$ cat src/rtl/gauss_frame_sequencer.sv
// Frame controller for one Gaussian blur stage: feeds line pixels, per-line zero pads and a
// zero flush into the filter, and gates downstream writes until the filter pipeline is primed.
module gauss_frame_sequencer #(
  parameter int unsigned DW    = 8,
  parameter int unsigned IMG_W = 800,
  parameter int unsigned IMG_H = 600,
  parameter int unsigned PAD   = 2,
  parameter int unsigned PRIME = 799,
  parameter int unsigned CW    = 16
) (
  input  logic          clk,
  input  logic          rst,
  input  logic          start,
  input  logic          in_valid,
  input  logic [DW-1:0] in_data,
  output logic          in_ready,
  output logic          g_en,
  output logic [DW-1:0] g_din,
  input  logic          out_full,
  output logic          out_wr,
  output logic          busy,
  output logic          done
);

  typedef enum logic [2:0] {
    S_IDLE,
    S_LINE,
    S_PAD,
    S_FLUSH,
    S_DONE
  } state_t;

  localparam logic [CW-1:0] COL_LAST   = CW'(IMG_W - 1);
  localparam logic [CW-1:0] ROW_LAST   = CW'(IMG_H - 1);
  localparam logic [CW-1:0] PAD_LAST   = CW'((PAD > 0) ? PAD - 1 : 0);
  localparam logic [CW-1:0] FLUSH_LAST = CW'((PRIME > 0) ? PRIME - 1 : 0);
  localparam logic [CW-1:0] PRIME_MAX  = CW'(PRIME);
  localparam state_t        AFTER_LAST = (PRIME > 0) ? S_FLUSH : S_DONE;

  state_t        state;
  logic [CW-1:0] col_cnt;
  logic [CW-1:0] row_cnt;
  logic [CW-1:0] pad_cnt;
  logic [CW-1:0] flush_cnt;
  logic [CW-1:0] prime_cnt;

  // Filter feed: pixels pass through only in LINE; pad and flush shift in zeros.
  always_comb begin
    in_ready = 1'b0;
    g_en     = 1'b0;
    g_din    = '0;
    case (state)
      S_LINE: begin
        in_ready = in_valid & ~out_full;
        g_en     = in_valid & ~out_full;
        g_din    = (in_valid & ~out_full) ? in_data : '0;
      end
      S_PAD, S_FLUSH: g_en = ~out_full;
      default: ;
    endcase
  end

  assign out_wr = g_en & (prime_cnt == PRIME_MAX);
  assign busy   = (state != S_IDLE);
  assign done   = (state == S_DONE);

  always_ff @(posedge clk) begin
    if (rst) begin
      state     <= S_IDLE;
      col_cnt   <= '0;
      row_cnt   <= '0;
      pad_cnt   <= '0;
      flush_cnt <= '0;
      prime_cnt <= '0;
    end else begin
      // Prime counter survives across lines; only start or reset clears it.
      if (g_en && (prime_cnt != PRIME_MAX)) prime_cnt <= prime_cnt + CW'(1);
      case (state)
        S_IDLE: begin
          if (start) begin
            state     <= S_LINE;
            col_cnt   <= '0;
            row_cnt   <= '0;
            pad_cnt   <= '0;
            flush_cnt <= '0;
            prime_cnt <= '0;
          end
        end
        S_LINE: begin
          if (g_en) begin
            if (col_cnt == COL_LAST) begin
              col_cnt <= '0;
              if (PAD > 0) begin
                state <= S_PAD;
              end else if (row_cnt != ROW_LAST) begin
                row_cnt <= row_cnt + CW'(1);
              end else begin
                state <= AFTER_LAST;
              end
            end else begin
              col_cnt <= col_cnt + CW'(1);
            end
          end
        end
        S_PAD: begin
          if (g_en) begin
            if (pad_cnt == PAD_LAST) begin
              pad_cnt <= '0;
              if (row_cnt != ROW_LAST) begin
                row_cnt <= row_cnt + CW'(1);
                state   <= S_LINE;
              end else begin
                state <= AFTER_LAST;
              end
            end else begin
              pad_cnt <= pad_cnt + CW'(1);
            end
          end
        end
        S_FLUSH: begin
          if (g_en) begin
            if (flush_cnt == FLUSH_LAST) begin
              flush_cnt <= '0;
              state     <= S_DONE;
            end else begin
              flush_cnt <= flush_cnt + CW'(1);
            end
          end
        end
        S_DONE:  state <= S_IDLE;
        default: state <= S_IDLE;
      endcase
    end
  end

endmodule
$ cat config.mk
export PLATFORM = sky130hd
export DESIGN_NAME = gauss_frame_sequencer
export DESIGN_NICKNAME = d
export VERILOG_FILES = /design/src/rtl/gauss_frame_sequencer.sv
export SDC_FILE = /design/constraint.sdc
export NUM_CORES = 1
export LEC_CHECK = 0
export CORE_AREA = 2 2 86 88
export DETAILED_ROUTE_END_ITERATION = 16
export DIE_AREA = 0 0 88 90
export GPL_TIMING_DRIVEN = 0
export PLACE_DENSITY = 0.83
export SYNTH_ARGS = -nofsm -noshare
export SYNTH_HDL_FRONTEND = slang
export SYNTH_SLANG_ARGS = --single-unit
export TNS_END_PERCENT = 10
$ cat constraint.sdc
create_clock -name clk -period 5.2 [get_ports clk]
set_clock_uncertainty 0.05 [all_clocks]
set_input_delay 1.04 -clock clk [delete_from_list [all_inputs] [get_ports clk]]
set_output_delay 1.04 -clock clk [all_outputs]
set_load 0.02 [all_outputs]
Word-level counts from Yosys, hierarchy flattened
Cells that the tools add are included.
{ "classes": {"addsub": 5, "bitwise": 3, "n_eq_ne": 18, "n_mux": 30, "n_reduce_logical": 12} }
{ "op_table": {"columns": ["cell", "n"], "rows": [
  ["$mux 16", 13],
  ["$pmux 16 s2", 4],
  ["$add 16x1->16 const B", 5],
  ["$eq 16x10->1 const B", 3],
  ["$ne 16x10->1 const B", 2],
  ["$mux 3", 7],
  ["$eq 16x1->1 const B", 1],
  ["$mux 8", 2],
  ["$ne 2x2->1 const B", 8],
  ["$pmux 3 s4", 1],
  ["$reduce_and 3->1", 3],
  ["$reduce_and 7->1", 1],
  ["$eq 3x2->1 const B", 2],
  ["$reduce_bool 2->1", 3],
  ["$reduce_and 5->1", 1],
  ["$eq 3x1->1 const B", 1],
  ["$eq 3x3->1 const B", 1],
  ["$logic_not 3->1", 1],
  ["$reduce_bool 3->1", 1],
  ["$and 1x1->1", 2],
  ["$mux 2", 1],
  ["$pmux 1 s2", 1],
  ["$reduce_or 2->1", 1],
  ["$logic_and 1x1->1", 1],
  ["2 further kinds", 2]
]} }
{ "word_totals": {"ff_bits": 83, "in_bits": 13, "out_inout_bits": 13} }

Logic depth before layout (Yosys ltp)
Gate-level depths: netlist of run 1.
{ "depth": {"depth_word": 7, "mapped_depth": 9, "depth_no_buf": 7} }

Least setup slack after synthesis of run 1
Ideal clock, no wire load.
{ "synth_timing": {"path_type": "input to output", "start": "in in_valid", "end": "out g_din[0]", "t_arrival_ns": 2.173, "setup_slack_ns": 1.937, "t_required_ns": 4.110, "path_buffers": 0, "stages": 2, "path_cell_list": "nor3b_1 and2_1"} }
{ "synth_via": {"elab_chain_len": 3} }
{ "synth_lines": {"columns": ["item", "line", "source"], "rows": [
  ["start, declared", "14", "input logic in_valid,"],
  ["$and 1x1->1", "56", "g_din = (in_valid & ~out_full) ? in_data : '0;"],
  ["$mux 8", "56", null],
  ["$mux 8", "52", "case (state)"],
  ["end, declared", "18", "output logic [DW-1:0] g_din,"]
]} }
Every way passes these cells.

Worst setup path in the final report of run 1
{ "layout_timing": {"start": "in out_full", "end": "out g_din[1]"} }
{ "layout_via": {"elab_chain_len": 4} }
{ "layout_lines": {"columns": ["item", "line", "source"], "rows": [
  ["start, declared", "19", "input logic out_full,"],
  ["$not 1->1", "56", null],
  ["$and 1x1->1", "56", null],
  ["$mux 8", "56", null],
  ["$mux 8", "52", null]
]} }
Every way passes these cells.

==> impl_results.rst, run 1 <==
.. list-table::
   :header-rows: 1

   * - Metric
     - Value
   * - Number of routed nets with antenna violations
     - 0
   * - Cell area power density
     - 277 mW/mm^2
   * - Final HPWL DP
     - 6.80 mm
   * - Vias in the first global route
     - about 3600
   * - Master of the slowest instance on the critical path
     - sky130_fd_sc_hd__nor3b_1
   * - CP max stage delay
     - 0.68 ns
   * - Antenna violations before repair
     - 0
   * - TritonCTS clock tree
     - built
   * - Maximum vdd drop
     - approximately 0.19 mV
   * - Number of distinct standard cells referenced by the synthesized netlist
     - 60
   * - Slew margin rel.
     - 45.6%
   * - Final layout net count
     - roughly 570
   * - Maximum number of pins on one net before global-route repair
     - 14
   * - Hold path startpoint
     - prime_cnt[12]$_SDFF_PP0_
   * - Vias per inst
     - ~6
   * - Boundary Pins
     - 26
   * - Final wirelength
     - 9.41 mm
   * - Register bit total from synthesis
     - 83
   * - WL/cell
     - roughly 14 um
   * - Number of detailed-routing iterations run before antenna repair
     - 5
   * - Reg-to-reg critical path endpoint
     - state[0]$_SDFFE_PP0P_
   * - CTS root buffer
     - sky130_fd_sc_hd__clkbuf_8
   * - Starting utilization of the core area
     - around three fifths
   * - Post-CTS Setup Repair Bufs
     - 0
   * - Critical Path Source Type
     - input pin
   * - Maximum clock path buffer count
     - 2
   * - Number of cell rows
     - 31
   * - Mapped Avg Cell Area
     - 8.48 um^2
   * - Number of CTS-inserted buffers
     - 9
   * - Number of failing setup endpoints in the final timing report
     - 0
   * - Insertion delay to the later sink of the worst-skew pair
     - around 0.35 ns
   * - Max Slew Vio Count
     - 0
   * - Critical Setup Path Class
     - in -> out
   * - Clk slew on worst S/H paths
     - roughly 0.080 ns
   * - Gr ovfl total
     - 0
   * - Hold path depth
     - 2
   * - Count of warnings emitted by yosys
     - 0
   * - Critical path's most frequent cell
     - sky130_fd_sc_hd__clkdlybuf4s50_1
   * - Core area
     - approximately 0.0070 mm^2
   * - Simple-Gate Fraction of Synth Area
     - 34.7%
   * - Die outline width
     - around 88 um
   * - PnR Total Power
     - between 1 and 1.5 mW
   * - Violation count after the first detailed-route iteration
     - roughly 250
   * - Netlist area before placement
     - 0.00433 mm^2
   * - Full die area
     - slightly below 0.008 mm^2
   * - RR Startpoint
     - pad_cnt[1]$_SDFFE_PP0P_
   * - Hold Worst Slack
     - 0.448 ns
   * - Global-route wire length before repair
     - ~16 mm
   * - Placer's final routability congestion estimate
     - roughly 0.86
   * - Unrepaired setup endpoints after global routing
     - no
   * - Share of synthesized cell area in full adder, half adder and majority cells
     - 2.02%
   * - Number of buffers inserted by hold repair at cts
     - 0
   * - Fraction of layout instances using a drive strength above 1
     - 8.15%
   * - Capturing element type of the critical path
     - output pin
   * - Max Clk Rate
     - 236 MHz
   * - Reg2reg setup slack
     - approximately 2.8 ns
   * - Post-cts sizing count
     - 0
   * - Ordered cell list for the critical path
     - clkdlybuf4s50_1, nor3b_1, and2_1, clkdlybuf4s50_1
   * - Share of cell area taken by muxes after synthesis
     - less than 1%
   * - CP max FO
     - 9
   * - Fraction of the cycle the final worst path needs
     - approximately four fifths
   * - Final hold violations
     - 0
   * - Die height
     - around 90 um
   * - Overall via count from detail_route
     - between 3000 and 4000
   * - Post-Route Setup TNS
     - 0 ns
   * - Number of sinks driven by the clock tree
     - 83
   * - Post-synthesis share of cell area spent on xor and xnor gates
     - 9.71%
   * - H-tree level count
     - 3
   * - Main combinational cell family by area after synthesis
     - simple AND/OR/NAND/NOR gates
   * - Worst-case reg-to-reg path depth
     - 9
   * - Fraction of the yosys area taken by sequential cells
     - a little under two fifths
   * - Lkg Pwr
     - 1.62 nW
   * - Post-synthesis to final-layout area growth
     - 12.6%
   * - Fin crit period
     - 4.23 ns
   * - Tot GR Track Use
     - approximately 24%
   * - Max Cap Viol
     - 0
   * - Run status
     - completed
   * - Hold Crit Endpoint
     - prime_cnt[12]$_SDFF_PP0_
   * - DR DRC count
     - 0
   * - Required time at the endpoint of the critical path
     - 4.11 ns
   * - Tightest Pin Transition
     - between 0.8 and 0.9 ns
   * - Count of buffers from port buffering
     - 25
   * - Complex-gate fraction of the synthesized area
     - 11.8%
   * - Number of inserted diodes
     - 0
   * - Worst path arrival time
     - between 3 and 4 ns
   * - Net count after synthesis
     - 531
   * - Class of the tightest hold or removal check
     - reg -> reg
   * - Post-Syn Instances
     - roughly 500
## flip-flops by register name, indices dropped and copies added (netlist names)
signal / flops
pad_cnt: 16
col_cnt: 16
flush_cnt: 16
row_cnt: 16
state: 3
prime_cnt: 16
## metal layers
| metal | global-route usage [%] | vias up | share of wire (%) |
|---|---|---|---|
| met2 | 41.0 | 89 | 49 |
| li1 | - | 1931 | - |
| met4 | 6.54 | 0 | 1.3 |
| met5 | 0 | - | 0 |
| met1 | 31.5 | 1852 | 46 |
| met3 | 5.05 | 15 | 4.0 |
## power by group
group          internal [mW]  switching [mW]
registers              0.650          0.0167
clock network          0.186           0.230
logic                 0.0937           0.174
## worst max-delay path: cells and delay by family
| kind | cells | cell delay (ns) |
|---|---|---|
| and+or+nand+nor | 2 | 0.90 |
| buffers and inverters | 2 | 1.19 |
## cell usage after synthesis, drive strengths merged
| cell type | count | share of area, % |
|---|---|---|
| nand4 | 23 | 3.7 |
| a2bb2oi | 1 | 0.20 |
| o21ai | 15 | 1.7 |
| or2 | 4 | 0.58 |
| inv | 9 | 0.78 |
| or3 | 13 | 1.9 |
| nor4b | 7 | 1.6 |
| a2111oi | 3 | 1.0 |
| dfxtp | 83 | 38 |
| a41oi | 1 | 0.20 |
| nand2b | 5 | 0.72 |
| and2 | 10 | 1.4 |
| nor2 | 65 | 5.6 |
| clkbuf | 9 | 0.78 |
| nor3 | 9 | 1.3 |
| mux2 | 1 | 0.26 |
| a31oi | 2 | 0.29 |
| a31o | 2 | 0.40 |
| o21a | 1 | 0.17 |
| ha | 7 | 2.0 |
| nand2 | 41 | 3.6 |
| and3 | 9 | 1.3 |
| a311o | 1 | 0.23 |
| nor2b | 2 | 0.29 |
| a311oi | 1 | 0.20 |
| nand4b | 1 | 0.20 |
| nor4 | 11 | 1.6 |
| or3b | 2 | 0.40 |
| and4 | 10 | 2.1 |
| mux2i | 2 | 0.46 |
| a32o | 1 | 0.23 |
| a21o | 4 | 0.69 |
| o211ai | 4 | 0.69 |
| or4bb | 1 | 0.26 |
| a211oi | 3 | 0.75 |
| buf | 9 | 1.2 |
| o31ai | 8 | 1.4 |
| nand3 | 35 | 4.4 |
| a21oi | 26 | 3.4 |
| xnor2 | 13 | 2.6 |
| or4 | 15 | 2.7 |
| o311ai | 1 | 0.20 |
| nor3b | 4 | 0.81 |
| nand3b | 2 | 0.35 |
| xor2 | 35 | 7.1 |
## layout by cell type, fill, tap and decap left out, drive strengths merged, types with 3 or more instances in the layout
| cell type | count |
|---|---|
| a2111oi | 3 |
| a211oi | 3 |
| a21o | 4 |
| a21oi | 26 |
| and2 | 10 |
| and3 | 9 |
| and4 | 10 |
| buf | 9 |
| clkbuf | 21 |
| clkdlybuf4s50 | 25 |
| clkinv | 3 |
| dfxtp | 83 |
| ha | 7 |
| inv | 9 |
| nand2 | 41 |
| nand2b | 5 |
| nand3 | 35 |
| nand4 | 23 |
| nor2 | 65 |
| nor3 | 9 |
| nor3b | 4 |
| nor4 | 11 |
| nor4b | 7 |
| o211ai | 4 |
| o21ai | 15 |
| o31ai | 8 |
| or2 | 4 |
| or3 | 13 |
| or4 | 15 |
| xnor2 | 13 |
| xor2 | 35 |
## how the worst max path moves through the flow
stage	from	to	slack [ns]	depth (start not counted)
2_1_floorplan	in_valid	g_din[0]	1.94	2
3_3_place_gp	out_full	g_din[1]	1.02	4
3_5_place_dp	out_full	g_din[5]	0.97	4
4_1_cts	out_full	g_din[1]	0.93	4
5_1_grt	out_full	g_din[0]	0.82	4
6_report	out_full	g_din[1]	0.97	4
## cell families after synthesis
logic type,Yosys count
xor gates and xnor gates,48
buffers and inverters,27
DFF,83
muxes,3
adders and majority gates,7
and+or+nand+nor,269
AOI/OAI and AO/OA,74
## through the flow
stage	setup WS (ns)	std cells	instance area, um^2	utilization [%]
floorplan	1.94	511	4330	-
finish	0.969	651	4880	69.5
global placement	1.02	635	4710	67.0
CTS	0.933	651	4880	69.5
detailed placement	0.969	635	4710	67.0
global route	0.823	651	4880	69.5
## area by class of cell
class,instances,area [um^2]
plain buffers,18,83.8
multi-input cells,401,2550
clock inverters,4,26.3
clock buffers,12,145
repair buffers,25,250
inverters,9,33.8
fillers,549,2140
flip-flops and latches,83,1660
well taps,99,124
No activity file was read; power rests on OpenSTA's default activity.
==> inputs of run 2 (changes only) <==
--- a/config.mk
+++ b/config.mk
@@ -5,11 +5,11 @@
 export SDC_FILE = /design/constraint.sdc
 export NUM_CORES = 1
 export LEC_CHECK = 0
-export CORE_AREA = 2 2 86 88
+export CORE_AREA = 2 2 89 91
 export DETAILED_ROUTE_END_ITERATION = 16
-export DIE_AREA = 0 0 88 90
+export DIE_AREA = 0 0 91 93
 export GPL_TIMING_DRIVEN = 0
-export PLACE_DENSITY = 0.83
+export PLACE_DENSITY = 0.78
 export SYNTH_ARGS = -nofsm -noshare
 export SYNTH_HDL_FRONTEND = slang
 export SYNTH_SLANG_ARGS = --single-unit
==> constraint.sdc (replaced) <==
create_clock -name clk -period 3.9 [get_ports clk]
set_clock_uncertainty 0.05 [all_clocks]
set_input_delay 0.78 -clock clk [delete_from_list [all_inputs] [get_ports clk]]
set_output_delay 0.78 -clock clk [all_outputs]
set_load 0.02 [all_outputs]
==> impl_results.rst, run 2 (same netlist as run 1, synthesis figures left out) <==
.. list-table::
   :header-rows: 1

   * - Metric
     - Value
   * - Fin crit period
     - between 3 and 4 ns
   * - Max Clk Rate
     - 270 MHz
   * - Number of inserted diodes
     - 0 (unchanged)
   * - Hold Crit Endpoint
     - prime_cnt[1]$_SDFF_PP0_
   * - Ordered cell list for the critical path
     - ha_1, or4bb_1, or4_1, buf_2, nor4_1, clkdlybuf4s50_1
   * - Number of cell rows
     - 32 (+3.2%)
   * - Fraction of the cycle the final worst path needs
     - a little over nine tenths
   * - Count of buffers from port buffering
     - 25 (unchanged)
   * - Critical Path Source Type
     - flip-flop
   * - Post-CTS Setup Repair Bufs
     - 0 (unchanged)
   * - Capturing element type of the critical path
     - output pin
   * - PnR Total Power
     - 1.82 mW (+35%)
   * - Worst-case setup slack after placement
     - 0.141 ns (-0.828 ns)
   * - Core utilization of the finished layout
     - 65.0% (-4.4 points)
   * - Highest-count cells in the layout ignoring fill and taps
     - sky130_fd_sc_hd__dfxtp_1 (83), sky130_fd_sc_hd__nor2_1 (65), sky130_fd_sc_hd__nand2_1 (41)
   * - Reg2reg setup slack
     - 1.49 ns (-1.31 ns)
   * - Post-Route Setup TNS
     - 0 ns (unchanged)
   * - Die height
     - 93 um (+3.3%)
   * - Sum of buffers and inverters on the critical path
     - 2 (unchanged)
   * - Hold path depth
     - 2 (unchanged)
   * - WL/cell
     - 14.4 um (-0.47%)
   * - Slew margin rel.
     - 47.3% (+1.7 points)
   * - Gr ovfl total
     - 0 (unchanged)
   * - CTS root buffer
     - sky130_fd_sc_hd__clkbuf_8
   * - Number of placed instances with taps included
     - 638 (+0.47%)
   * - Critical Setup Path Class
     - reg -> out
   * - TritonCTS clock tree
     - built
   * - Class of the tightest hold or removal check
     - reg -> reg
   * - CP max stage delay
     - 0.68 ns (about the same)
   * - Number of detailed-routing iterations run before antenna repair
     - 4 (-1)
   * - Number of CTS-inserted buffers
     - 9 (unchanged)
   * - Reg-to-reg critical path endpoint
     - row_cnt[1]$_SDFFE_PP0P_
   * - Hold path startpoint
     - prime_cnt[1]$_SDFF_PP0_
   * - Core area
     - 0.00753 mm^2 (+7.2%)
   * - Vias in the first global route
     - 3683 (+2.5%)
   * - Maximum vdd drop
     - 0.294 mV (+56%)
   * - Overall via count from detail_route
     - 3825 (-1.6%)
   * - Full die area
     - 0.00846 mm^2 (+6.9%)
   * - Lkg Pwr
     - 1.61 nW (-0.19%)
   * - Global-route wire length before repair
     - 16.6 mm (+4.3%)
   * - Clk slew on worst S/H paths
     - 0.08 ns (about the same)
   * - Die outline width
     - 91 um (+3.4%)
   * - Final wirelength
     - 9.41 mm (about the same)
   * - Worst-case reg-to-reg path depth
     - 9 (unchanged)
   * - Maximum number of pins on one net before global-route repair
     - 14 (unchanged)
   * - Vias per inst
     - 5.85 (-2.0%)
   * - Starting utilization of the core area
     - 57.5% (-4.2 points)
   * - Master of the slowest instance on the critical path
     - sky130_fd_sc_hd__clkdlybuf4s50_1
   * - Final hold violations
     - 0 (unchanged)
   * - Unrepaired setup endpoints after global routing
     - no
   * - Slack of the critical path
     - 0.197 ns (-0.773 ns)
   * - H-tree level count
     - 3 (unchanged)
   * - Run status
     - completed
   * - Max Cap Viol
     - 0 (unchanged)
   * - Antenna violations before repair
     - 0 (unchanged)
   * - Hold Worst Slack
     - 0.433 ns (-0.0148 ns)
   * - Cell area power density
     - 371 mW/mm^2 (+34%)
   * - CP max FO
     - 9 (unchanged)
   * - Placer's final routability congestion estimate
     - 0.888 (+3.8%)
   * - Count of non-filler cells in the finished layout
     - 654 (+0.46%)
   * - Most common library cell in the layout ignoring fill and taps
     - sky130_fd_sc_hd__dfxtp_1
   * - Insertion delay to the later sink of the worst-skew pair
     - 0.35 ns (about the same)
   * - Cell family contributing the most delay on the critical path
     - simple AND/OR/NAND/NOR gates
   * - Required time at the endpoint of the critical path
     - 3.07 ns (-1.04 ns)
   * - Post-DP Area
     - 0.00471 mm^2 (about the same)
   * - Number of sinks driven by the clock tree
     - 83 (unchanged)
   * - Maximum clock path buffer count
     - 2 (unchanged)
   * - Fraction of layout instances using a drive strength above 1
     - 8.33% (+0.18 points)
   * - Violation count after the first detailed-route iteration
     - 245 (-1.6%)
   * - Worst path arrival time
     - 2.87 ns (-0.27 ns)
   * - Final non-filler cell area
     - 0.00490 mm^2 (+0.38%)
   * - Final HPWL DP
     - 6.69 mm (-1.7%)
   * - Tightest Pin Transition
     - 0.783 ns (-0.0246 ns)
   * - Tot GR Track Use
     - 23.6% (-0.85 points)
   * - RR Startpoint
     - pad_cnt[1]$_SDFFE_PP0P_
   * - Post-synthesis to final-layout area growth
     - 13.0%
   * - Boundary Pins
     - 26 (unchanged)
   * - Max Slew Vio Count
     - 0 (unchanged)
   * - FILL cells
     - 671 (+22%)
   * - Final layout net count
     - 567 (unchanged)
   * - Number of failing setup endpoints in the final timing report
     - 0 (unchanged)
   * - Number of routed nets with antenna violations
     - 0 (unchanged)
   * - DR DRC count
     - 0 (unchanged)
[run 2: changes by cell type in the layout (fill, tap and decap cells not counted), sizes merged]
cell      delta
clkinv       -3
clkbuf       +1
clkinvlp     +2
[run 2: metal layers]
layer / part of all wire [%] / wire length [um] / GRT usage [%] / vias up
met3: 4.0 / 376 / 5.32 / 14
met1: 46 / 4330 / 30.4 / 1801
met4: 1.4 / 133 / 8.59 / 0
met2: 49 / 4560 / 38.8 / 75
met5: 0 / 0 / 0 / -
li1: - / - / - / 1935
[run 2: final cells by class]
| class | instances | area [um^2] | area share [%] |
|---|---|---|---|
| Tap cell | 102 | 128 | 2.61 |
| Clock buffer | 13 | 159 | 3.25 |
| Timing Repair Buffer | 25 | 250 | 5.11 |
| Inverter | 9 | 33.8 | 0.690 |
| Buffer | 18 | 83.8 | 1.71 |
| Sequential cell | 83 | 1660 | 33.9 |
| Multi-Input combinational cell | 401 | 2560 | 52.2 |
| Clock inverter | 3 | 22.5 | 0.460 |
[run 2: worst register-to-register path: stages, from the launching register on]
cell	delay, ns
sky130_fd_sc_hd__dfxtp_1	0.40
sky130_fd_sc_hd__inv_1	0.06
sky130_fd_sc_hd__ha_1	0.18
sky130_fd_sc_hd__nor4b_2	0.16
sky130_fd_sc_hd__and4_1	0.21
sky130_fd_sc_hd__o21ai_1	0.26
sky130_fd_sc_hd__buf_2	0.28
sky130_fd_sc_hd__clkbuf_1	0.40
sky130_fd_sc_hd__o21ai_0	0.19
sky130_fd_sc_hd__a21oi_1	0.16
[run 2: repair_timing]
item	4_1_cts	5_1_grt
setup endpoints to repair	0	2
resized for setup	0	1
hold buffers	0	0
[run 2: power breakdown]
group | internal, mW | switching (mW)
Combinational | 0.125 | 0.233
Clock | 0.267 | 0.305
Sequential | 0.866 | 0.0229
Total | 1.26 | 0.561
[run 2: how the worst max path moves through the flow]
stage	start	to	cells after the start
2_1_floorplan	prime_cnt[0]$_SDFF_PP0_	out_wr	5
3_3_place_gp	out_full	g_din[4]	4
3_5_place_dp	out_full	g_din[6]	4
4_1_cts	out_full	g_din[6]	4
5_1_grt	prime_cnt[0]$_SDFF_PP0_	out_wr	6
6_report	prime_cnt[0]$_SDFF_PP0_	out_wr	6
==> inputs of run 3 (changes only) <==
--- a/config.mk
+++ b/config.mk
@@ -10,6 +10,7 @@
 export DIE_AREA = 0 0 91 93
 export GPL_TIMING_DRIVEN = 0
 export PLACE_DENSITY = 0.78
+export SLEW_MARGIN = 10
 export SYNTH_ARGS = -nofsm -noshare
 export SYNTH_HDL_FRONTEND = slang
 export SYNTH_SLANG_ARGS = --single-unit
==> results of run 3 <==
Final layout, timing and power as in run 2 (identical DEF).
